--- config.mk ---
export PLATFORM = sky130hd
export DESIGN_NAME = dla_walker
export DESIGN_NICKNAME = d
export VERILOG_FILES = /design/src/rtl/dla_pkg.sv /design/src/rtl/dla_neighbor_gen.sv /design/src/rtl/dla_walker.sv
export SDC_FILE = /design/constraint.sdc
export NUM_CORES = 1
export LEC_CHECK = 0
export BUFFER_PORTS_ARGS = -buffer_cell sky130_fd_sc_hd__buf_2
export CAP_MARGIN = 10
export CELL_PAD_IN_SITES_DETAIL_PLACEMENT = 2
export CELL_PAD_IN_SITES_GLOBAL_PLACEMENT = 2
export CORE_ASPECT_RATIO = 0.75
export CORE_MARGIN = 4
export CORE_UTILIZATION = 30
export DETAILED_ROUTE_END_ITERATION = 8
export PLACE_DENSITY_LB_ADDON = 0.1
export SLEW_MARGIN = 25
export SYNTH_ARGS = -nofsm -noshare
export SYNTH_HDL_FRONTEND = slang
export SYNTH_SLANG_ARGS = --single-unit
--- constraint.sdc ---
create_clock -name clk -period 3.53 [get_ports clk]
set_input_delay 0.5295 -clock clk [delete_from_list [all_inputs] [get_ports clk]]
set_output_delay 0.5295 -clock clk [all_outputs]
set_load 0.01 [all_outputs]
--- src/rtl/dla_pkg.sv ---
// dla_pkg: shared direction/state enums and default grid size for the DLA walker
package dla_pkg;
   localparam int H_SIZE_DEF = 640;
   localparam int V_SIZE_DEF = 480;
   typedef enum logic [1:0] {DIR_N, DIR_E, DIR_S, DIR_W} dir_e;
   typedef enum logic [2:0] {ST_IDLE, ST_CHECK, ST_STEP, ST_WRITE, ST_DONE} state_e;
endpackage

--- src/rtl/dla_neighbor_gen.sv ---
// dla_neighbor_gen: neighbour coordinate of (x,y) in a direction and whether it lies on the grid
module dla_neighbor_gen
   import dla_pkg::*;
#(
   parameter int H_SIZE = H_SIZE_DEF,
   parameter int V_SIZE = V_SIZE_DEF,
   parameter int XW     = $clog2(H_SIZE),
   parameter int YW     = $clog2(V_SIZE)
) (
   input  logic [XW-1:0] i_x,
   input  logic [YW-1:0] i_y,
   input  dir_e          i_dir,
   output logic [XW-1:0] o_nx,
   output logic [YW-1:0] o_ny,
   output logic          o_ok
);
   always_comb begin
      o_nx = (i_dir == DIR_E) ? i_x + XW'(1) : (i_dir == DIR_W) ? i_x - XW'(1) : i_x;
      o_ny = (i_dir == DIR_S) ? i_y + YW'(1) : (i_dir == DIR_N) ? i_y - YW'(1) : i_y;
      o_ok = (i_dir == DIR_N) ? (i_y != '0) :
             (i_dir == DIR_E) ? (i_x != XW'(H_SIZE - 1)) :
             (i_dir == DIR_S) ? (i_y != YW'(V_SIZE - 1)) : (i_x != '0);
   end
endmodule

--- src/rtl/dla_walker.sv ---
// dla_walker: random-walk particle that scans neighbours, steps from LFSR bits and sticks on contact
module dla_walker
   import dla_pkg::*;
#(
   parameter int H_SIZE    = H_SIZE_DEF,
   parameter int V_SIZE    = V_SIZE_DEF,
   parameter int RND_WIDTH = 16,
   parameter int MAX_STEPS = 65535,
   parameter int XW        = $clog2(H_SIZE),
   parameter int YW        = $clog2(V_SIZE)
) (
   input  logic                 clk,
   input  logic                 rst,
   input  logic                 start,
   input  logic [XW-1:0]        start_x,
   input  logic [YW-1:0]        start_y,
   input  logic [RND_WIDTH-1:0] rnd_value,
   output logic                 rnd_shift,
   output logic                 rd_req,
   output logic [XW-1:0]        rd_x,
   output logic [YW-1:0]        rd_y,
   input  logic                 rd_ack,
   input  logic                 rd_data,
   output logic                 wr_req,
   output logic [XW-1:0]        wr_x,
   output logic [YW-1:0]        wr_y,
   input  logic                 wr_ack,
   output logic                 busy,
   output logic                 done,
   output logic                 timeout,
   output logic [XW-1:0]        final_x,
   output logic [YW-1:0]        final_y
);
   state_e          r_state, w_next;
   dir_e            r_idx;
   logic [XW-1:0]   r_x, r_final_x, w_nb_x, w_mv_x;
   logic [YW-1:0]   r_y, r_final_y, w_nb_y, w_mv_y;
   logic [15:0]     r_steps;
   logic            r_timeout, w_nb_ok, w_mv_ok, w_adv, w_hit, w_last, w_expired, w_unused;

   assign w_unused = ^rnd_value[RND_WIDTH-1:2];

   dla_neighbor_gen #(.H_SIZE(H_SIZE), .V_SIZE(V_SIZE), .XW(XW), .YW(YW)) u_scan (
      .i_x(r_x), .i_y(r_y), .i_dir(r_idx), .o_nx(w_nb_x), .o_ny(w_nb_y), .o_ok(w_nb_ok)
   );

   // The move target reuses the neighbour logic: the LFSR bits index the same N/E/S/W order
   dla_neighbor_gen #(.H_SIZE(H_SIZE), .V_SIZE(V_SIZE), .XW(XW), .YW(YW)) u_move (
      .i_x(r_x), .i_y(r_y), .i_dir(dir_e'(rnd_value[1:0])), .o_nx(w_mv_x), .o_ny(w_mv_y), .o_ok(w_mv_ok)
   );

   assign w_adv     = (r_state == ST_CHECK) && (!w_nb_ok || (rd_ack && !rd_data));
   assign w_hit     = (r_state == ST_CHECK) && w_nb_ok && rd_ack && rd_data;
   assign w_last    = w_adv && (r_idx == DIR_W);
   assign w_expired = (r_steps == 16'(MAX_STEPS));

   always_ff @(posedge clk or negedge rst) begin
      if (!rst) r_state <= ST_IDLE;
      else      r_state <= w_next;
   end

   always_comb begin
      w_next = r_state;
      case (r_state)
         ST_IDLE:  w_next = start ? ST_CHECK : ST_IDLE;
         ST_CHECK: w_next = w_hit ? ST_WRITE : w_last ? (w_expired ? ST_DONE : ST_STEP) : ST_CHECK;
         ST_STEP:  w_next = ST_CHECK;
         ST_WRITE: w_next = wr_ack ? ST_DONE : ST_WRITE;
         default:  w_next = ST_IDLE;
      endcase
   end

   always_ff @(posedge clk or negedge rst) begin
      if (!rst) begin
         r_x       <= '0;
         r_y       <= '0;
         r_idx     <= DIR_N;
         r_steps   <= '0;
         r_timeout <= 1'b0;
         r_final_x <= '0;
         r_final_y <= '0;
      end else begin
         if (r_state == ST_IDLE && start) begin
            r_x       <= start_x;
            r_y       <= start_y;
            r_idx     <= DIR_N;
            r_steps   <= '0;
            r_timeout <= 1'b0;
         end
         if (w_adv) r_idx <= dir_e'(r_idx + 2'd1);
         if (w_last && w_expired) r_timeout <= 1'b1;
         if (r_state == ST_STEP) begin
            r_steps <= r_steps + 16'd1;
            if (w_mv_ok) begin
               r_x <= w_mv_x;
               r_y <= w_mv_y;
            end
         end
         if (r_state == ST_DONE) begin
            r_final_x <= r_x;
            r_final_y <= r_y;
         end
      end
   end

   always_comb begin
      busy      = (r_state != ST_IDLE);
      done      = (r_state == ST_DONE);
      rnd_shift = (r_state == ST_STEP);
      rd_req    = (r_state == ST_CHECK) && w_nb_ok;
      rd_x      = ((r_state == ST_CHECK) && w_nb_ok) ? w_nb_x : '0;
      rd_y      = ((r_state == ST_CHECK) && w_nb_ok) ? w_nb_y : '0;
      wr_req    = (r_state == ST_WRITE);
      wr_x      = (r_state == ST_WRITE) ? r_x : '0;
      wr_y      = (r_state == ST_WRITE) ? r_y : '0;
      timeout   = r_timeout;
      final_x   = r_final_x;
      final_y   = r_final_y;
   end
endmodule

==> metrics.yaml, run 1 <==
min_period_ps: 3330
ioPinCount: 104
drtIter0Drc: 253
fin_util_pct: 37.9
synth_top_family_by_area: "simple AND/OR/NAND/NOR gates"
synth_edf_count: 0
grt_usage_pct: 20.0
die_y_um: 111
fin_crit_sh_pct: 94.4
tightest_slew_ps: 726
yosysUniqueCellTypes: 65
clkPwrFrac_pct: 19.5
fmax_mhz: 300
worstSetupPathType: "reg -> out"
syn_to_final_growth_pct: 23.2
min_path_type: "in -> async"
grt_pass1_vias: 4558
worst-path-max-fanout: 7
cts_hold_buffers: 0
synth-xor-area-share_pct: 4.14
cts_root_buffer: "clkbuf_16"
dr.pass1.iters: 4
synthAdderAreaFrac_pct: 2.96
ir_drop_mv: 0.287
yosysWarnings: 0
totalWireLength_um: 16000
post_cts_resized: 0
cts_max_level: 3
timing.hold.ws_ps: 210
die_area_um2: 16100
core_um2: 13700
synth-compound-area-share_pct: 19.0
n_antenna_cell: 0
ys.flop_type: "dfrtp_1"
drt-wirelength-per-cell_um: 20.7
cts_setup_buffers: 0
netlist_area_um2: 4230
maxSlewHeadroom_pct: 51.4
synth_top_area_share_pct: 35.5
p_int_mw: 2.53
mostFrequentLayoutCell: "buf_2"
clockBufferDepth: 2
power_density_nw_per_um2: 905
drive_gt1_share_pct: 27.9
hold_violations: 0
drv_slew: 0
setup_viol_count_final: 0
grt_antenna_before_repair: 0
grt_overflow: 0
gp_congestion: 0.846
switchingPower_mw: 2.19
port_buffers: 89
grt_start_max_net_pins: 43
clock_sinks: 60
ant_nets: 0
path_clk_slew_ps: 60
synthMuxAreaShare_pct: 7.02
power_leakage_nw: 2.31
cp.required_ps: 3000
cts_buffers: 9
seq_power_share_pct: 27.9
synth_nets: 558
critPathArrivalTime_ps: 2800
synth_cells: 507
cts_tree: "built"
endpoint_kind: "output port"
synth-simple-area-share_pct: 26.0
final_cell_mix: "buf_2, dfrtp_1, nand2_1, nor2_1, o21ai_0"
async_flop_share_pct: 100
grt_pass1_wl_um: 26000
start_util_pct: 30.7
status: "complete, no violations"
placed_area_um2: 4890
fin_nets: 642
synth-seq-cells: 60
rows: 37
synth_area_leaders: "dfrtp_1, mux2_2, nand2_1, nor2_1, o21ai_0"
synth_top_area_cell: "dfrtp_1"
syn_avg_cell_area_um2: 8.34
rsz0062_at_grt: "false"
cap_violations: 0
ff2ff_setup_slack_ps: 650
via_per_inst: 5.51
die_x_um: 145
start_kind: "register"
swShare_pct: 46.4
dpl.hpwl_um: 11900
combPwrFrac_pct: 52.6
drcViolationCount: 0
skew_ps: 6.51
synth.yosys.seq_area_share_pct: 35.5
final_cell_area_um2: 5210
setup_tns_ps: 0
num_vias: 4252
worstSkewPairLatency_ps: 330
[state kept, by name, summed over array words and instances (netlist names)]
| register | cells |
|---|---|
| r_state | 3 |
| r_steps | 16 |
| final_x | 10 |
| final_y | 9 |
| r_y | 9 |
| timeout | 1 |
| r_idx | 2 |
| r_x | 10 |
[critical path, stage by stage, from the launching register on]
cell      delay, ps
dfrtp_1         440
clkinv_1        170
ha_1            240
or4b_4          530
or2_2           340
nor4_1          250
a21oi_1          80
xor2_1          170
nor2_1          110
buf_2           140
[power by group through the flow]
| stage | Sequential, mW | Clock, mW | Combinational [mW] |
|---|---|---|---|
| after detailed placement | 1.33 | 0 | 2.48 |
| after global routing | 1.37 | 0.985 | 2.76 |
| after global placement | 1.30 | 0 | 2.40 |
| after floorplan | 1.16 | 0 | 1.62 |
| final | 1.32 | 0.920 | 2.48 |
| after CTS | 1.31 | 0.946 | 2.50 |
[cells by family (layout without fill, tap and decap cells)]
| family | Yosys count | count (layout) |
|---|---|---|
| AO/OA/AOI/OAI | 120 | 120 |
| multiplexers | 27 | 27 |
| adder cells (fa/ha/maj) | 10 | 10 |
| XOR/XNOR | 20 | 20 |
| AND/OR/NAND/NOR | 217 | 217 |
| flip-flops | 60 | 60 |
| buffers and inverters | 53 | 142 |
[final cells by class]
cell class	instances	area (um^2)
Timing Repair Buffer	106	579
Inverter	20	75.1
Sequential cell	60	1500
Multi-Input combinational cell	394	2530
Clock inverter	4	47.5
Clock buffer	12	256
Fill cell	1562	8540
Tap cell	175	219
[worst paths after layout]
check	startpoint	endpoint	cells past startpoint
worst max-delay path	r_x[0]	rd_x[8]	9
worst min-delay path	rst	final_y[2]	1
worst max register to register	r_x[0]	r_x[7]	8
worst min register to register	r_steps[10]	r_steps[10]	1
max in group asynchronous	rst	r_steps[11]	2
min in group clk	wr_ack	r_state[2]	3
[metrics by stage]
stage | cells | setup slack, ps | power (mW)
2_1_floorplan | 507 | 880 | 2.77
3_3_place_gp | 755 | 549 | 3.70
3_5_place_dp | 755 | 523 | 3.81
4_1_cts | 771 | 132 | 4.76
5_1_grt | 771 | 2.28 | 5.12
6_report | 771 | 199 | 4.71
[metal layers]
layer | up-vias | track usage [%] | share of wire, % | wire [um]
li1 | 1995 | - | - | -
met1 | 2172 | 28.3 | 49 | 7900
met2 | 75 | 32.1 | 46 | 7300
met3 | 10 | 4.41 | 4.1 | 660
met4 | 0 | 3.23 | 0.70 | 112
met5 | - | 0 | 0 | 0
[synthesized netlist by cell type (all sizes together), types with 5 or more instances]
master / number
xor2: 11
mux2: 21
a21oi: 21
ha: 10
inv: 18
clkbuf: 20
o22ai: 7
a31oi: 9
nor2: 50
nor3: 20
buf: 13
a22oi: 7
dfrtp: 60
o21a: 7
nor4: 9
or3: 5
xnor2: 9
nand2: 56
mux2i: 6
a211oi: 5
nand4: 8
and2: 23
o21ai: 33
nand3: 15
nor3b: 6
(Power assumes the default switching activity.)
==> run 2, diff against run 1 <==
ABC_AREA = 1   (was unset)
clock period = 3.7 ns   (was 3.53 ns; I/O delays follow)
==> run 2 against run 1 <==
  * Clock skew shrank 1.2 ps
  * Cell area grew 3.9%
  * Clock power shrank 3.8%
  * Clock-buffer cell count grew 1
  * Sequential power shrank 9%
  * Final cell count grew 23%
  * Synthesized cell count grew 31%
  * Non-clock buffer count shrank 6
  * Register-to-register slack gained 500 ps
  * Combinational power grew 7%
  * Largest cell class unchanged
==> metrics.yaml, run 2 <==
core_um2: 14600
min_path_type: "in -> async"
netlist_area_um2: 4530
cap_violations: 0
maxSlewHeadroom_pct: 46.2
cts_tree: "built"
dr.pass1.iters: 4
synth.yosys.seq_area_share_pct: 33.2
path_clk_slew_ps: 50
power_density_nw_per_um2: 876
ant_nets: 0
cts_root_buffer: "clkbuf_16"
grt_start_max_net_pins: 42
drcViolationCount: 0
synth_top_area_cell: "dfrtp_1"
start_util_pct: 30.9
fin_crit_sh_pct: 90.4
post_cts_resized: 0
synth_nets: 717
min_period_ps: 3350
synth_edf_count: 0
cts_hold_buffers: 0
cp.required_ps: 3140
synth_area_leaders: "dfrtp_1, nand2_1, nand3_1, o21ai_0, nor2_1"
syn_to_final_growth_pct: 19.5
num_vias: 4947
worstSetupPathType: "reg -> out"
syn_avg_cell_area_um2: 6.80
nFillCells: 1827
cts_buffers: 9
hold_violations: 0
largest_reg_flops: 16
drive_gt1_share_pct: 18.8
cts_max_level: 3
via_per_inst: 5.20
n_antenna_cell: 0
setup_viol_count_final: 0
status: "complete, no violations"
synth_cells: 666
cts_setup_buffers: 0
synth_top_area_share_pct: 33.2
gp_congestion: 0.879
start_kind: "register"
drtIter0Drc: 201
die_y_um: 114
async_flop_share_pct: 100
grt_pass1_wl_um: 29600
dpl.hpwl_um: 13600
p_total_mw: 4.74
yosysWarnings: 0
ys.flop_type: "dfrtp_1"
mostFrequentLayoutCell: "nand2_1"
die_x_um: 150
grt_overflow: 0
grt_usage_pct: 22.1
drv_slew: 0
worstSkewPairLatency_ps: 340
drt-wirelength-per-cell_um: 19.4
fmax_mhz: 299
grt_pass1_vias: 5462
rows: 38
worst-path-max-fanout: 17
power_leakage_nw: 2.63
totalWireLength_um: 18400
critPathArrivalTime_ps: 2790
timing.hold.ws_ps: 221
synth_common_cells: "nand2_1, nand3_1, o21ai_0"
fin_util_pct: 36.9
die_area_um2: 17100
synth_most_common_cell: "nand2_1"
endpoint_kind: "output port"
ir_drop_mv: 0.244
tightest_slew_ps: 807
yosysUniqueCellTypes: 41
rsz0062_at_grt: "false"
clockBufferDepth: 2
clock_sinks: 60
instances_no_fill: 951
setup_tns_ps: 0
skew_ps: 5.30
ioPinCount: 104
dp.cells: 935
top_register: "r_steps"
fin_nets: 797
port_buffers: 89
grt_antenna_before_repair: 0
synth-seq-cells: 60
final_cell_mix: "nand2_1, nand3_1, buf_2, o21ai_0, dfrtp_1"
==> run 2: cell count changes in the layout (fill, tap and decap cells not counted), moves of 6 or more <==
cell,change
nand2_1,+108
nand3_1,+82
inv_1,+40
o21ai_0,+38
and2_1,-23
mux2_2,-21
nor3_1,-17
nor2_1,+9
a22oi_1,-7
a31oi_1,-7
o21a_1,-7
xor2_1,+7
nor3_2,+6
==> run 2: per-stage QoR <==
stage / worst slack (ps) / area (um^2)
global placement: 824 / 5100
CTS: 390 / 5410
global route: 87.5 / 5410
detailed placement: 797 / 5100
floorplan: 1350 / 4530
finish: 354 / 5410
==> run 2: final timing paths <==
path	slack, ps	to	start	depth (start not counted)
min reg2reg	480	final_y[6]	final_y[6]	2
max in group asynchronous	2810	r_x[7]	rst	2
max reg2reg	1150	r_y[8]	r_x[0]	11
min in group clk	480	final_y[6]	final_y[6]	2
max	350	rd_y[5]	r_idx[0]	10
min	220	r_steps[2]	rst	1
==> run 2: layer usage <==
layer	vias up	part of all wire (%)	global-route usage (%)	routed length [um]
li1	2360	-	-	-
met1	2482	49	30.5	8950
met2	94	46	36.2	8460
met3	11	4.7	4.91	875
met4	0	0.76	3.53	140
met5	-	0	0	0
==> run 2: kinds of logic (layout without fill, tap and decap cells) <==
group / after synthesis / in the layout / synth area share [%]
simple gates: 354 / 354 / 34.8
compound gates: 119 / 119 / 14.3
buf+inv: 99 / 184 / 10.3
flops: 60 / 60 / 33.2
xor+xnor: 22 / 22 / 4.26
fa+ha+maj: 10 / 10 / 2.76
mux: 2 / 2 / 0.442
==> run 2: report_power, final <==
| group | internal, mW | total, mW | switching, mW |
|---|---|---|---|
| registers | 0.893 | 1.20 | 0.309 |
| clock network | 0.559 | 0.885 | 0.326 |
| logic | 0.876 | 2.65 | 1.78 |
==> run 2: layout make-up <==
class | instances | area, um^2 | area share [%]
inverter | 68 | 262 | 4.83
sequential | 60 | 1500 | 27.8
clock inverter | 3 | 45.0 | 0.833
clock buffer | 13 | 260 | 4.81
multi-input combinational | 507 | 2560 | 47.3
tap | 200 | 250 | 4.63
timing repair buffer | 100 | 531 | 9.81
==> run 2: critical path, stage by stage (launching register included) <==
cell and delay, ps:
dfrtp_1 430, inv_1 140, ha_1 370, inv_1 290, nand3_1 160, nand3_1 80
nand2_1 150, nand3_2 90, buf_4 240, a211oi_1 290, buf_2 200
==> run 3, diff against run 2 <==
CORE_ASPECT_RATIO = 1.2   (was 0.75)
==> run 3 against run 2 <==
  * Sequential share of layout area fell by 0.18 points
  * Sequential power barely moved
  * Clock skew rose by 0.94 ps
  * Cell area rose by 0.65%
  * Register-to-register slack improved by 100 ps
==> metrics.yaml, run 3 (same netlist as run 2, synthesis figures left out) <==
power_density_nw_per_um2: 893
syn_to_final_growth_pct: 20.3
cts_tree: "built"
port_buffers: 89
ioPinCount: 104
die_x_um: 120
gp_congestion: 0.864
cts_max_level: 3
start_util_pct: 31.0
totalWireLength_um: 18200
grt.busiest_layer: "met2"
tightest_slew_ps: 868
largest_reg_flops: 16
dpl.hpwl_um: 13600
rsz0062_at_grt: "false"
fin_crit_sh_pct: 89.9
drive_gt1_share_pct: 18.9
cpMostUsedCell: "nand2_1"
grt_use_met3_pct: 3.30
setup_viol_count_final: 0
drcViolationCount: 0
cp_num_buf_inv: 3
fin_util_pct: 37.3
mostFrequentLayoutCell: "nand2_1"
cp_slowest_cell: "dfrtp_1"
grt_start_max_net_pins: 46
grt_antenna_before_repair: 0
cap_violations: 0
met2_usage_pct: 40.5
ir_drop_mv: 0.262
cts_root_buffer: "clkbuf_16"
die_area_um2: 17100
endpoint_kind: "output port"
via_per_inst: 5.22
ant_nets: 0
post_cts_resized: 0
grt_pass1_vias: 5495
min_path_type: "in -> async"
fmax_mhz: 301
drtIter0Drc: 234
status: "complete, no violations"
maxSlewHeadroom_pct: 42.1
worst-path-max-fanout: 10
fin_nets: 797
rows: 48
drv_slew: 0
path_clk_slew_ps: 60
die_y_um: 143
cts_setup_buffers: 0
max_stage_delay_ps: 570
crit_chain: "inv_1, ha_1, nand2_1, nor2_4, nand3_1, nand3_1, nand2_1, nand3_2, inv_1, nand2_1, a21oi_1, buf_2"
grt_usage_pct: 22.1
setup_tns_ps: 0
start_kind: "register"
min_period_ps: 3330
core_um2: 14600
cts_buffers: 9
num_vias: 4966
p_total_mw: 4.86
clockBufferDepth: 2
power_leakage_nw: 2.65
worstSetupPathType: "reg -> out"
dr.pass1.iters: 4
clock_sinks: 60
grt_overflow: 0
cp.required_ps: 3140
n_antenna_cell: 0
final_cell_mix: "nand2_1, nand3_1, buf_2, o21ai_0, dfrtp_1"
top_register: "r_steps"
grt_pass1_wl_um: 29800
skew_ps: 6.25
critPathArrivalTime_ps: 2770
hold_violations: 0
crit_family: "simple AND/OR/NAND/NOR gates"
worstSkewPairLatency_ps: 340
drt-wirelength-per-cell_um: 19.2
gr-usage-met1_pct: 26.8
cts_hold_buffers: 0
==> run 3: layer usage <==
layer,share of wire (%),routed length (um)
met4,1.9,355
met1,43,7840
met2,52,9570
met5,0,0
met3,2.6,471
==> run 3: cell type report <==
type,count,area (um^2)
Multi-Input combinational cell,507,2560
Tap cell,200,250
Timing Repair Buffer,100,531
Sequential cell,60,1500
Clock inverter,6,111
Clock buffer,10,229
Inverter,68,262
Fill cell,1811,9150
==> run 3: final timing paths <==
| kind | from | endpoint | slack, ps | cells after the start |
|---|---|---|---|---|
| max | r_x[0] | rd_y[3] | 370 | 12 |
| min | rst | r_steps[1] | 240 | 1 |
| max reg2reg | r_x[0] | r_y[8] | 1250 | 11 |
| min reg2reg | final_y[6] | final_y[6] | 480 | 2 |
| max in group asynchronous | rst | r_x[9] | 2810 | 2 |
| min in group clk | final_y[6] | final_y[6] | 480 | 2 |
==> run 3: through the flow <==
step                cells  hold slack, ps  worst slack [ps]  area, um^2
floorplan             666             259              1350        4530
global placement      935             466               759        5100
detailed placement    935             472               727        5100
CTS                   951             255               331        5440
global route          951             290               111        5440
finish                951             236               374        5440
==> run 3: power by group <==
group	switching (mW)	leakage, nW	internal [mW]
Clock	0.332	0.163	0.659
Combinational	1.78	1.72	0.886
Sequential	0.312	0.762	0.893
